### config.mk
export PLATFORM = sky130hd
export DESIGN_NAME = fpm_issue_ctrl
export DESIGN_NICKNAME = d
export VERILOG_FILES = /design/src/rtl/fpm_pkg.sv /design/src/rtl/fpm_rsp_fifo.sv /design/src/rtl/fpm_issue_ctrl.sv
export SDC_FILE = /design/constraint.sdc
export NUM_CORES = 1
export LEC_CHECK = 0
export CORE_AREA = 2 2 146 134
export DETAILED_ROUTE_END_ITERATION = 10
export DIE_AREA = 0 0 148 136
export PLACE_DENSITY = 0.82
export REMOVE_ABC_BUFFERS = 1
export SYNTH_ARGS = -nofsm -noshare
export SYNTH_HDL_FRONTEND = slang
export SYNTH_SLANG_ARGS = --single-unit
### constraint.sdc
create_clock -name clk -period 14.1 [get_ports clk]
set_clock_uncertainty 0.05 [all_clocks]
set_input_delay 3.525 -clock clk [delete_from_list [all_inputs] [get_ports clk]]
set_output_delay 3.525 -clock clk [all_outputs]
set_load 0.03 [all_outputs]
### src/rtl/fpm_pkg.sv
// Shared types for the fp32 multiplier issue controller.
//   fp32_t    : raw IEEE-754 single word
//   tag_t     : in-flight tracking entry {valid, requester id}
//   NREQ      : number of requesters sharing the datapath
package fpm_pkg;

    localparam int unsigned NREQ = 2;
    localparam int unsigned FP_W = 32;

    typedef logic [FP_W-1:0] fp32_t;

    typedef struct packed {
        logic v;
        logic id;
    } tag_t;

    // Round-robin pointer moves to the requester that was not just served.
    function automatic logic other_req(input logic id);
        return ~id;
    endfunction

endpackage

### src/rtl/fpm_rsp_fifo.sv
// Per-requester response FIFO with a registered head.
//   clk, rst      : clock, asynchronous active-high reset
//   i_push        : write i_push_data this cycle
//   i_push_data   : result word to store
//   i_pop         : consumer takes the head this cycle (ignored when empty)
//   o_full        : DEPTH entries held
//   o_empty       : no entries held
//   o_head        : oldest entry, straight from storage registers
module fpm_rsp_fifo
    import fpm_pkg::*;
#(
    parameter int unsigned DEPTH = 2
) (
    input  logic  clk,
    input  logic  rst,
    input  logic  i_push,
    input  fp32_t i_push_data,
    input  logic  i_pop,
    output logic  o_full,
    output logic  o_empty,
    output fp32_t o_head
);

    localparam int unsigned CNT_W = $clog2(DEPTH + 1);

    fp32_t            r_mem [DEPTH];
    logic [CNT_W-1:0] r_count;

    fp32_t            w_mem_nxt [DEPTH];
    logic [CNT_W-1:0] w_count_nxt;
    logic             w_pop;
    logic             w_push;

    assign w_pop  = i_pop && (r_count != '0);
    // A pop in the same cycle frees the slot, so push at full is fine then.
    assign w_push = i_push && ((r_count != CNT_W'(DEPTH)) || w_pop);

    // Shift-down storage: entry 0 is always the head.
    always_comb begin
        w_mem_nxt   = r_mem;
        w_count_nxt = r_count;
        if (w_pop) begin
            for (int unsigned i = 0; i + 1 < DEPTH; i++) begin
                w_mem_nxt[i] = r_mem[i+1];
            end
            w_count_nxt = r_count - CNT_W'(1);
        end
        if (w_push) begin
            for (int unsigned i = 0; i < DEPTH; i++) begin
                if (CNT_W'(i) == w_count_nxt) begin
                    w_mem_nxt[i] = i_push_data;
                end
            end
            w_count_nxt = w_count_nxt + CNT_W'(1);
        end
    end

    always_ff @(posedge clk or posedge rst) begin
        if (rst) begin
            r_count <= '0;
            for (int unsigned i = 0; i < DEPTH; i++) begin
                r_mem[i] <= '0;
            end
        end else begin
            r_count <= w_count_nxt;
            r_mem   <= w_mem_nxt;
        end
    end

    assign o_full  = (r_count == CNT_W'(DEPTH));
    assign o_empty = (r_count == '0);
    assign o_head  = r_mem[0];

    a_no_overflow: assert property (@(posedge clk) disable iff (rst)
        !(i_push && o_full && !i_pop));

endmodule

### src/rtl/fpm_issue_ctrl.sv
// Round-robin issue controller sharing one pipelined fp32 multiplier
// between two requesters, with credit-limited issue and per-requester
// response FIFOs.
//   clk, rst                 : clock, asynchronous active-high reset
//   reqN_valid/ready         : operation offered / granted (combinational grant)
//   reqN_a, reqN_b           : operands, sampled only in the grant cycle
//   mul_in_valid, mul_a/b    : issue to datapath (operands 0 when idle)
//   mul_result               : product, STAGES cycles after issue
//   rspN_valid/ready/data    : response FIFO head handshake
module fpm_issue_ctrl
    import fpm_pkg::*;
#(
    parameter int unsigned STAGES  = 5,
    parameter int unsigned CREDITS = 2
) (
    input  logic  clk,
    input  logic  rst,
    input  logic  req0_valid,
    input  logic  req1_valid,
    output logic  req0_ready,
    output logic  req1_ready,
    input  fp32_t req0_a,
    input  fp32_t req0_b,
    input  fp32_t req1_a,
    input  fp32_t req1_b,
    output logic  mul_in_valid,
    output fp32_t mul_a,
    output fp32_t mul_b,
    input  fp32_t mul_result,
    output logic  rsp0_valid,
    output logic  rsp1_valid,
    input  logic  rsp0_ready,
    input  logic  rsp1_ready,
    output fp32_t rsp0_data,
    output fp32_t rsp1_data
);

    localparam int unsigned CR_W = $clog2(CREDITS + 1);

    logic [CR_W-1:0] r_credit [NREQ];
    logic            r_rr;
    tag_t            r_tag [STAGES];

    logic [NREQ-1:0] w_elig;
    logic [NREQ-1:0] w_grant;
    logic [NREQ-1:0] w_rsp_valid;
    logic [NREQ-1:0] w_pop;
    logic [NREQ-1:0] w_push;
    logic [NREQ-1:0] w_full;
    logic [NREQ-1:0] w_empty;
    logic            w_any;
    logic            w_gid;
    tag_t            w_last;

    assign w_elig[0] = req0_valid && (r_credit[0] != '0);
    assign w_elig[1] = req1_valid && (r_credit[1] != '0);

    // Arbiter: a lone eligible requester wins; a tie goes to r_rr.
    // Grants are held off while reset is asserted so outputs stay at reset values.
    always_comb begin
        w_any   = !rst && (w_elig != '0);
        w_gid   = 1'b0;
        w_grant = '0;
        if (w_elig[0] && w_elig[1]) begin
            w_gid = r_rr;
        end else if (w_elig[1]) begin
            w_gid = 1'b1;
        end
        if (w_any) begin
            w_grant[w_gid] = 1'b1;
        end
    end

    assign req0_ready   = w_grant[0];
    assign req1_ready   = w_grant[1];
    assign mul_in_valid = w_any;
    assign mul_a        = !w_any ? '0 : (w_gid ? req1_a : req0_a);
    assign mul_b        = !w_any ? '0 : (w_gid ? req1_b : req0_b);

    assign w_pop[0] = w_rsp_valid[0] && rsp0_ready;
    assign w_pop[1] = w_rsp_valid[1] && rsp1_ready;

    // Credits: one per outstanding op (in flight or waiting in the FIFO).
    always_ff @(posedge clk or posedge rst) begin
        if (rst) begin
            r_rr <= 1'b0;
            for (int unsigned i = 0; i < NREQ; i++) begin
                r_credit[i] <= CR_W'(CREDITS);
            end
        end else begin
            if (w_any) begin
                r_rr <= other_req(w_gid);
            end
            for (int unsigned i = 0; i < NREQ; i++) begin
                case ({w_grant[i], w_pop[i]})
                    2'b10:   r_credit[i] <= r_credit[i] - CR_W'(1);
                    2'b01:   r_credit[i] <= r_credit[i] + CR_W'(1);
                    default: r_credit[i] <= r_credit[i];
                endcase
            end
        end
    end

    // Tag pipe mirrors the datapath depth; it never stalls.
    always_ff @(posedge clk or posedge rst) begin
        if (rst) begin
            for (int unsigned i = 0; i < STAGES; i++) begin
                r_tag[i] <= '0;
            end
        end else begin
            r_tag[0] <= tag_t'{v: w_any, id: w_gid};
            for (int unsigned i = 1; i < STAGES; i++) begin
                r_tag[i] <= r_tag[i-1];
            end
        end
    end

    assign w_last    = r_tag[STAGES-1];
    assign w_push[0] = w_last.v && (w_last.id == 1'b0);
    assign w_push[1] = w_last.v && (w_last.id == 1'b1);

    fpm_rsp_fifo #(
        .DEPTH       (CREDITS)
    ) u_fifo0 (
        .clk         (clk),
        .rst         (rst),
        .i_push      (w_push[0]),
        .i_push_data (mul_result),
        .i_pop       (w_pop[0]),
        .o_full      (w_full[0]),
        .o_empty     (w_empty[0]),
        .o_head      (rsp0_data)
    );

    fpm_rsp_fifo #(
        .DEPTH       (CREDITS)
    ) u_fifo1 (
        .clk         (clk),
        .rst         (rst),
        .i_push      (w_push[1]),
        .i_push_data (mul_result),
        .i_pop       (w_pop[1]),
        .o_full      (w_full[1]),
        .o_empty     (w_empty[1]),
        .o_head      (rsp1_data)
    );

    assign w_rsp_valid = ~w_empty;
    assign rsp0_valid  = w_rsp_valid[0];
    assign rsp1_valid  = w_rsp_valid[1];

    for (genvar g = 0; g < NREQ; g++) begin : g_chk
        a_credit_max: assert property (@(posedge clk) disable iff (rst)
            r_credit[g] <= CR_W'(CREDITS));
        a_credit_min: assert property (@(posedge clk) disable iff (rst)
            !(w_grant[g] && !w_pop[g] && (r_credit[g] == '0)));
        a_wb_room: assert property (@(posedge clk) disable iff (rst)
            !(w_push[g] && w_full[g] && !w_pop[g]));
    end

endmodule

Yosys cells after proc, flatten, opt, wreduce, memory -nomap -nowiden
Index checks and enable logic that the tools add are counted.

Reduce and logical (&&, ||, !) cells: 29. Equal/unequal tests: 8. Shift operators: 0. Divide/modulo/power cells: 0. Bitwise logic cells: 3. Multiply operators: 0. Order comparisons: 2. $add $sub $neg: 8. Multiplexer cells: 23.

Operators by type and width (count): $mux W32 (10); $mux W64 (2); $reduce_bool A2 Y1 (7); $logic_and A1 B1 Y1 (13); $mux W2 (5); $add A2 B1 Y2 const B (4); $logic_not A2 Y1 (4); $pmux W2 S2 (2); $sub A2 B1 Y2 const B (4); $eq A1 B2 Y1 const A (2); $eq A2 B1 Y1 const B (2); $eq A2 B2 Y1 const B (2); $ne A2 B2 Y1 const B (2); $reduce_and A2 Y1 (2); $mux W1 (3); $logic_or A1 B1 Y1 (2); $lt A1 B2 Y1 const B (1); $not A1 Y1 (2); $not A2 Y2 (1); $demux W1 S1 (1); $ge A1 B1 Y1 const B (1); $logic_not A1 Y1 (1).

Word-level logic and storage cells: 92. Register bits after elaboration: 147. Memories kept: 0. Memory bits (writable): 0. Memory bits (read-only): 0. Output and inout bits: 133. Bits in latches: 0.

Depth between registers and ports, before layout
Depth after elaboration: 11. Mapped depth: 13.

Hierarchy
From an unflattened synthesis, not the netlist that was laid out.

Cell total of the unflattened synthesis: 860. Area total of the unflattened synthesis: 9038.7 µm².

By module, submodules not included: fpm_rsp_fifo (u_fifo1) (seq. area each 1651.6 µm², area each 3448.3 µm², cells an instance 290, instances 1); fpm_rsp_fifo (u_fifo0) (seq. area each 1651.6 µm², area each 3335.7 µm², cells an instance 290, instances 1); fpm_issue_ctrl (seq. area each 377.9 µm², area each 2254.7 µm², cells an instance 280, instances 1).

Worst setup path after synthesis
No wires, ideal clock.

Kind: input-to-output. Start: input rst. End: output mul_b[22]. Path buffers: 2. Setup slack: 1.548 ns. Stages: 5. Arrival time: 8.977 ns. Required time: 10.525 ns. Path through: clkbuf_1 > inv_1 > clkbuf_1 > nand2_1 > o32ai_1.

Longest elaborated chain between the ends: 3.

RTL lines: from (decl) (line fpm_issue_ctrl.sv:17) `input logic rst,`; $logic_not A1 Y1 (no line); $logic_and A1 B1 Y1 (line fpm_issue_ctrl.sv:61) `w_any = !rst && (w_elig != '0);`; $mux W32 (line fpm_issue_ctrl.sv:78) `assign mul_b = !w_any ? '0 : (w_gid ? req1_b : req0_b);`; to (decl) (line fpm_issue_ctrl.sv:28) `output fp32_t mul_b,`.

No other way between the ends.

Final worst setup path
Start: input req1_valid. End: output mul_a[21].

Longest elaborated chain between the ends: 5. Elaborated cells on any way between the ends: 8. Classes of those cells: mux: 4; reduce/logical: 4.

RTL lines: from (decl) (line fpm_issue_ctrl.sv:19) `input logic req1_valid,`; $logic_and A1 B1 Y1 (*) (line fpm_issue_ctrl.sv:56) `assign w_elig[1] = req1_valid && (r_credit[1] != '0);`; $mux W1 or $logic_and A1 B1 Y1 (tied branches) (line fpm_issue_ctrl.sv:66, fpm_issue_ctrl.sv:64); $mux W1 (line fpm_issue_ctrl.sv:64) `if (w_elig[0] && w_elig[1]) begin`; $mux W32 (line fpm_issue_ctrl.sv:77) `assign mul_a = !w_any ? '0 : (w_gid ? req1_a : req0_a);`; $mux W32 (*) (line fpm_issue_ctrl.sv:77); to (decl) (line fpm_issue_ctrl.sv:27) `output fp32_t mul_a,`.

Every way passes the cells marked *; elsewhere a longest branch is shown, timed or not.

==> qor.txt <==
Status: finished, final reports clean
Pwr dens: 199.7 mW/mm2
CTS resizes: 0
First DRT Iteration DRCs: 264
Row count: 48
RSZ-0062 raised after global routing: false
Clk_lat worst skew: 0.42 ns
Yosys cell types: 40
Core area: 0.01874 mm2
Final period util: 67.10%
Ratio of cells with drive above 1 in the final layout: 24.47%
Switching power: 0.8316 mW
CP max FO: 67
Final Setup Violations: 0
Post-Route WL: 23200 um
IO buf count: 298
DP HPWL: 16450 um
Hold_buf cts: 0
GR Layer Usage met1: 26.85%
Drt first pass iters: 4
Commonest non-fill, non-tap cell in the layout: clkdlybuf4s50_1
Seq pwr share: 31.2%
Routed vias/inst: 5.174
Syn Inst Count: 718
Total power: 2.315 mW
Grt ovf: 0
I/O pin count: 299
TritonCTS buffer count: 17
Slew Limit Fails: 0
Worst VDD drop: 0.00009707 V
Vias in the first global route: 6301
Sink Count: 147
Cells along the critical path: clkdlybuf4s50_1, o21ai_0, o21bai_4, buf_4, o32ai_1, clkdlybuf4s50_1
Die Footprint: 0.02013 mm2
GR peak layer: met2
Synthesized flop and latch total: 147
Hold slack: 0.2965 ns
Largest net degree at the start of global routing: 141
Clk root buf: clkbuf_16
Remaining antenna violation count after routing: 0
Synth Warn #: 0
Syn_area_per_cell: 11.79 um2
Worst-margin pin slew: 0.9022 ns
Cell Area, Synth: 0.008462 mm2
Reg2Reg Setup Slack: 10.81 ns
First-pass GRT wire length: 35760 um
Crit start category: input port
Pint: 1.483 mW
Htree depth: 4
Leakage: 5.219 nW
Data arrival, critical path: 5.89 ns
Critical path class: in2out
Total negative slack: 0 ns
Logic pwr share: 50.6%
Worst endpoint required time: 10.52 ns
Die span in y: 136 um
Nets: 1104
Initial Util: 45.16%
Fmax achieved: 105.7 MHz
Met2 Usage GRT: 40.30%
Min Clock Period, post-route: 9.460 ns
Worst min path class: reg2reg
Sw Ratio: 35.93%
Clock power share: 18.2%
Initial antenna violation count: 3
Post-route DRC: 0
Total number of vias: 6173
DIE WIDTH: 148 um
MaxCap Viol Count: 0
Slowest cell on crit path: clkdlybuf4s50_1
Worst Setup End Kind: output port
Overall global routing resource usage: 23.31%
P&R area growth vs syn: 37.00%
CP dominant cell by count: clkdlybuf4s50_1
Routed len/inst: 19.45 um
# Post-CTS Setup Buffers: 0
Global routing usage on met3: 7.987%
CTS tree: yes
Largest stage delay, worst path: 0.77 ns
CTS clk-pin slew, worst paths: 0.06 ns
Final GP Congestion: 0.9110
Commonest non-fill, non-tap cells in the layout: clkdlybuf4s50_1, dfrtp_1, mux2_2
Worst rel slew slack: 39.86%
Post-synthesis sequential area ratio: 43.50%
Clock tree buffer depth: 2
Final Hold Vio Count: 0
synthesized netlist by cell type:
| cell | n | area [um2] |
|---|---|---|
| or2_2 | 1 | 6.260 |
| a211o_4 | 1 | 17.52 |
| buf_4 | 73 | 548.0 |
| inv_4 | 1 | 6.260 |
| buf_2 | 13 | 65.06 |
| o32ai_1 | 64 | 560.5 |
| mux2i_1 | 2 | 20.02 |
| o21bai_1 | 1 | 7.510 |
| a21oi_1 | 4 | 20.02 |
| nand2_1 | 66 | 247.7 |
| nor3_1 | 2 | 10.01 |
| o211a_1 | 1 | 10.01 |
| nand2_2 | 1 | 6.260 |
| a221oi_1 | 2 | 17.52 |
| nand2b_4 | 2 | 27.53 |
| buf_1 | 2 | 7.510 |
| o211ai_2 | 1 | 12.51 |
| clkbuf_1 | 14 | 52.55 |
| nand3_1 | 1 | 5.000 |
| mux2_2 | 124 | 1396 |
| o21ai_0 | 4 | 20.02 |
| xnor2_1 | 6 | 52.55 |
| or3_1 | 1 | 6.260 |
| and2b_1 | 1 | 7.510 |
| xor2_1 | 4 | 35.03 |
| mux2_1 | 8 | 90.09 |
| o211a_4 | 1 | 17.52 |
| dfstp_2 | 2 | 52.55 |
| and3b_1 | 1 | 8.760 |
| nor3b_1 | 1 | 7.510 |
| nor2_1 | 4 | 15.01 |
| o31ai_1 | 1 | 7.510 |
| nand2b_1 | 2 | 12.51 |
| ha_1 | 10 | 125.1 |
| a21oi_2 | 1 | 8.760 |
| o21ai_1 | 1 | 5.000 |
| dfrtp_1 | 145 | 3628 |
| inv_1 | 78 | 292.8 |
| buf_6 | 11 | 123.9 |
| mux2_4 | 60 | 900.9 |
cells by family (layout without fill, tap and decap cells):
family	Yosys count	count (layout)	share of synthesized area, %
AO/OA/AOI/OAI	82	82	8.325
XOR/XNOR	10	10	1.035
adder cells (fa/ha/maj)	10	10	1.479
buffers and inverters	192	414	12.95
flip-flops	147	147	43.50
multiplexers	194	194	28.45
other	0	3	0
AND/OR/NAND/NOR	83	83	4.259
registers in the layout, indices dropped and copies added (netlist names):
register,flops
r_tag,10
u_fifo0.r_count,2
u_fifo0.o_head,32
u_fifo1.r_mem,32
u_fifo1.o_head,32
u_fifo0.r_mem,32
r_credit,4
r_rr,1
u_fifo1.r_count,2
stage by stage:
stage | instances | worst slack [ns] | utilization, % | area [um2]
final | 1193 | 4.640 | 61.87 | 11590
after global routing | 1193 | 4.534 | 61.87 | 11590
after CTS | 1190 | 4.642 | 61.83 | 11580
after detailed placement | 1159 | 4.654 | 58.89 | 11040
after global placement | 1159 | 4.683 | 58.89 | 11040
after floorplan | 605 | 2.340 | - | 7665
power groups by stage:
stage | combinational (mW) | clock, mW | sequential, mW
finish | 1.17 | 0.421 | 0.723
CTS | 1.18 | 0.430 | 0.724
global placement | 1.15 | 0 | 0.716
global route | 1.24 | 0.453 | 0.747
floorplan | 0.617 | 0 | 0.856
detailed placement | 1.17 | 0 | 0.727
area by class of cell:
class                   count  area [um2]
fillers                  1514        7146
multi-input cells         379        3712
flip-flops and latches    147        3681
repair buffers            304        3023
clock buffers              26       499.2
well taps                 250       312.8
inverters                  79       306.5
clock inverters             5       50.05
diodes                      3       7.507
per-layer routing:
metal  share of wire [%]  routed length (um)
met1                  39                9154
met2                  51               11740
met3                 7.6                1770
met4                 2.3                 534
met5                   0                   0
path summary, 6_finish.rpt:
kind,from,end,depth (start not counted)
max reg2reg,u_fifo1.r_count[0],u_fifo1.r_mem[28],10
max,req1_valid,mul_a[21],6
min in group asynchronous,rst,r_credit[2],3
min,r_tag[2],r_tag[0],0
max in group asynchronous,rst,u_fifo1.r_mem[18],4
min reg2reg,r_tag[2],r_tag[0],0
critical path: cells and delay by family:
kind                   cells  cell delay (ns)
AOI/OAI and AO/OA          3             0.76
buffers and inverters      3             1.56
Note: power is estimated with default switching activity, not from simulation.
==> patch, RTL diff (same flow settings) <==
Change the parameter `STAGES` from 5 to 10.
--- a/src/rtl/fpm_issue_ctrl.sv
+++ b/src/rtl/fpm_issue_ctrl.sv
@@ -12,3 +12,3 @@
 #(
-    parameter int unsigned STAGES  = 5,
+    parameter int unsigned STAGES  = 10,
     parameter int unsigned CREDITS = 2
Formal check against the unedited RTL: not equivalent (a bounded check fails within 10 cycles, from zero or initial values and one cycle with rst high).
==> patch against the original RTL <==
Sequential power rose by 8.4%; register-to-register slack improved by 0.03 ns; sequential cell count rose by 10; worst setup slack worse by 0.17 ns; design area is 3.0% higher; cell count grew 1.2%; synthesized area increased by 3.0%; routed wire length increased by 10%; count of clock-buffer cells in the layout decreased by 4; total power up 9.2%; largest power group unchanged.
==> patch: results (changes against the original RTL) <==
{| class="wikitable"
! Metric !! Value
|-
| Static Leakage || 5.39 nW (was 5.22 nW)
|-
| Number of vias in the routed layout || 6288 (was 6173)
|-
| Combinational Power Share || 0.497 (was 0.506)
|-
| Met2 Track Usage GR || 0.439 (was 0.403)
|-
| Post-synthesis xor/xnor area fraction || 0.0101 (was 0.0104)
|-
| Net switching power figure || 0.905 mW (was 0.832 mW)
|-
| Adder-Cell Fraction of Synth Area || 0.0144 (was 0.0148)
|-
| Synth Area in Compound Gates || 0.0809 (was 0.0832)
|-
| Multiplexer share of the synthesized area || 0.276 (was 0.284)
|-
| Stage delay of the slowest cell on the critical path || 0.81 ns (was 0.77 ns)
|-
| Part of the Yosys area used for sequential elements || 0.451 (was 0.435)
|-
| Hold wc startpoint || r_tag[13]$_DFF_PP0_ (was r_tag[2]$_DFF_PP0_)
|-
| Layout cell share with drive strength beyond 1 || 0.246 (was 0.245)
|-
| Commonest cells post-synth || sky130_fd_sc_hd__dfrtp_1 (155), sky130_fd_sc_hd__mux2_2 (124), sky130_fd_sc_hd__inv_1 (78), sky130_fd_sc_hd__buf_4 (73), sky130_fd_sc_hd__nand2_1 (66) (was sky130_fd_sc_hd__dfrtp_1 (145), sky130_fd_sc_hd__mux2_2 (124), sky130_fd_sc_hd__inv_1 (78), sky130_fd_sc_hd__buf_4 (73), sky130_fd_sc_hd__nand2_1 (66))
|-
| DR WL/cell || 21.2 µm (was 19.4 µm)
|-
| Placer Congestion || 0.907 (was 0.911)
|-
| Power in combinational cells || 1.26 mW (was 1.17 mW)
|-
| Sequential cell fraction of total power || 0.310 (was 0.312)
|-
| Most area-consuming cells after synthesis || sky130_fd_sc_hd__dfrtp_1 (45%), sky130_fd_sc_hd__mux2_2 (16%), sky130_fd_sc_hd__mux2_4 (10%), sky130_fd_sc_hd__o32ai_1 (6.4%), sky130_fd_sc_hd__buf_4 (6.3%) (was sky130_fd_sc_hd__dfrtp_1 (43%), sky130_fd_sc_hd__mux2_2 (17%), sky130_fd_sc_hd__mux2_4 (11%), sky130_fd_sc_hd__o32ai_1 (6.6%), sky130_fd_sc_hd__buf_4 (6.5%))
|-
| R2r endpoint || u_fifo1.r_mem[19]$_DFFE_PP0P_ (was u_fifo1.r_mem[28]$_DFFE_PP0P_)
|-
| Measured slew at the worst slew-check pin || 0.984 ns (was 0.902 ns)
|-
| Status || complete, no violations (unchanged)
|-
| Global-route wire length before repair || 38.4 mm (was 35.8 mm)
|-
| Maximum number of pins on one net before global-route repair || 145 (was 141)
|-
| Met3 WL post-DR || 1.55 mm (was 1.77 mm)
|-
| Met1 wire length || 10.6 mm (was 9.15 mm)
|-
| Global-route met1 utilization || 0.306 (was 0.268)
|-
| Met2 routed WL || 12.9 mm (was 11.7 mm)
|}
[patch: cell count changes after synthesis, sizes merged]
cell   before  now
dfrtp     145  155
[patch: through the flow]
step / util / cells / hold WS (ns)
after floorplan: - / 615 / 0.281
after global placement: 0.602 / 1169 / 0.282
after detailed placement: 0.602 / 1169 / 0.286
after CTS: 0.636 / 1201 / 0.298
after global routing: 0.637 / 1206 / 0.304
final: 0.637 / 1207 / 0.293
[patch: worst max path at each step]
stage,startpoint,to,slack (ns),depth (start not counted)
6_report,req1_valid,mul_b[31],4.47,6
5_1_grt,rst,mul_b[31],4.33,6
4_1_cts,req1_valid,mul_b[31],4.46,6
3_5_place_dp,req1_valid,mul_b[31],4.48,6
3_3_place_gp,req1_valid,mul_b[31],4.46,6
2_1_floorplan,rst,mul_a[0],2.13,3
[patch: final cells by class]
class,instances,area (µm²)
inverter,79,307
tap,250,313
antenna,6,15.0
clock inverter,10,161
timing repair buffer,304,3020
multi-input combinational,379,3710
sequential,157,3930
clock buffer,22,474
fill,1464,6800
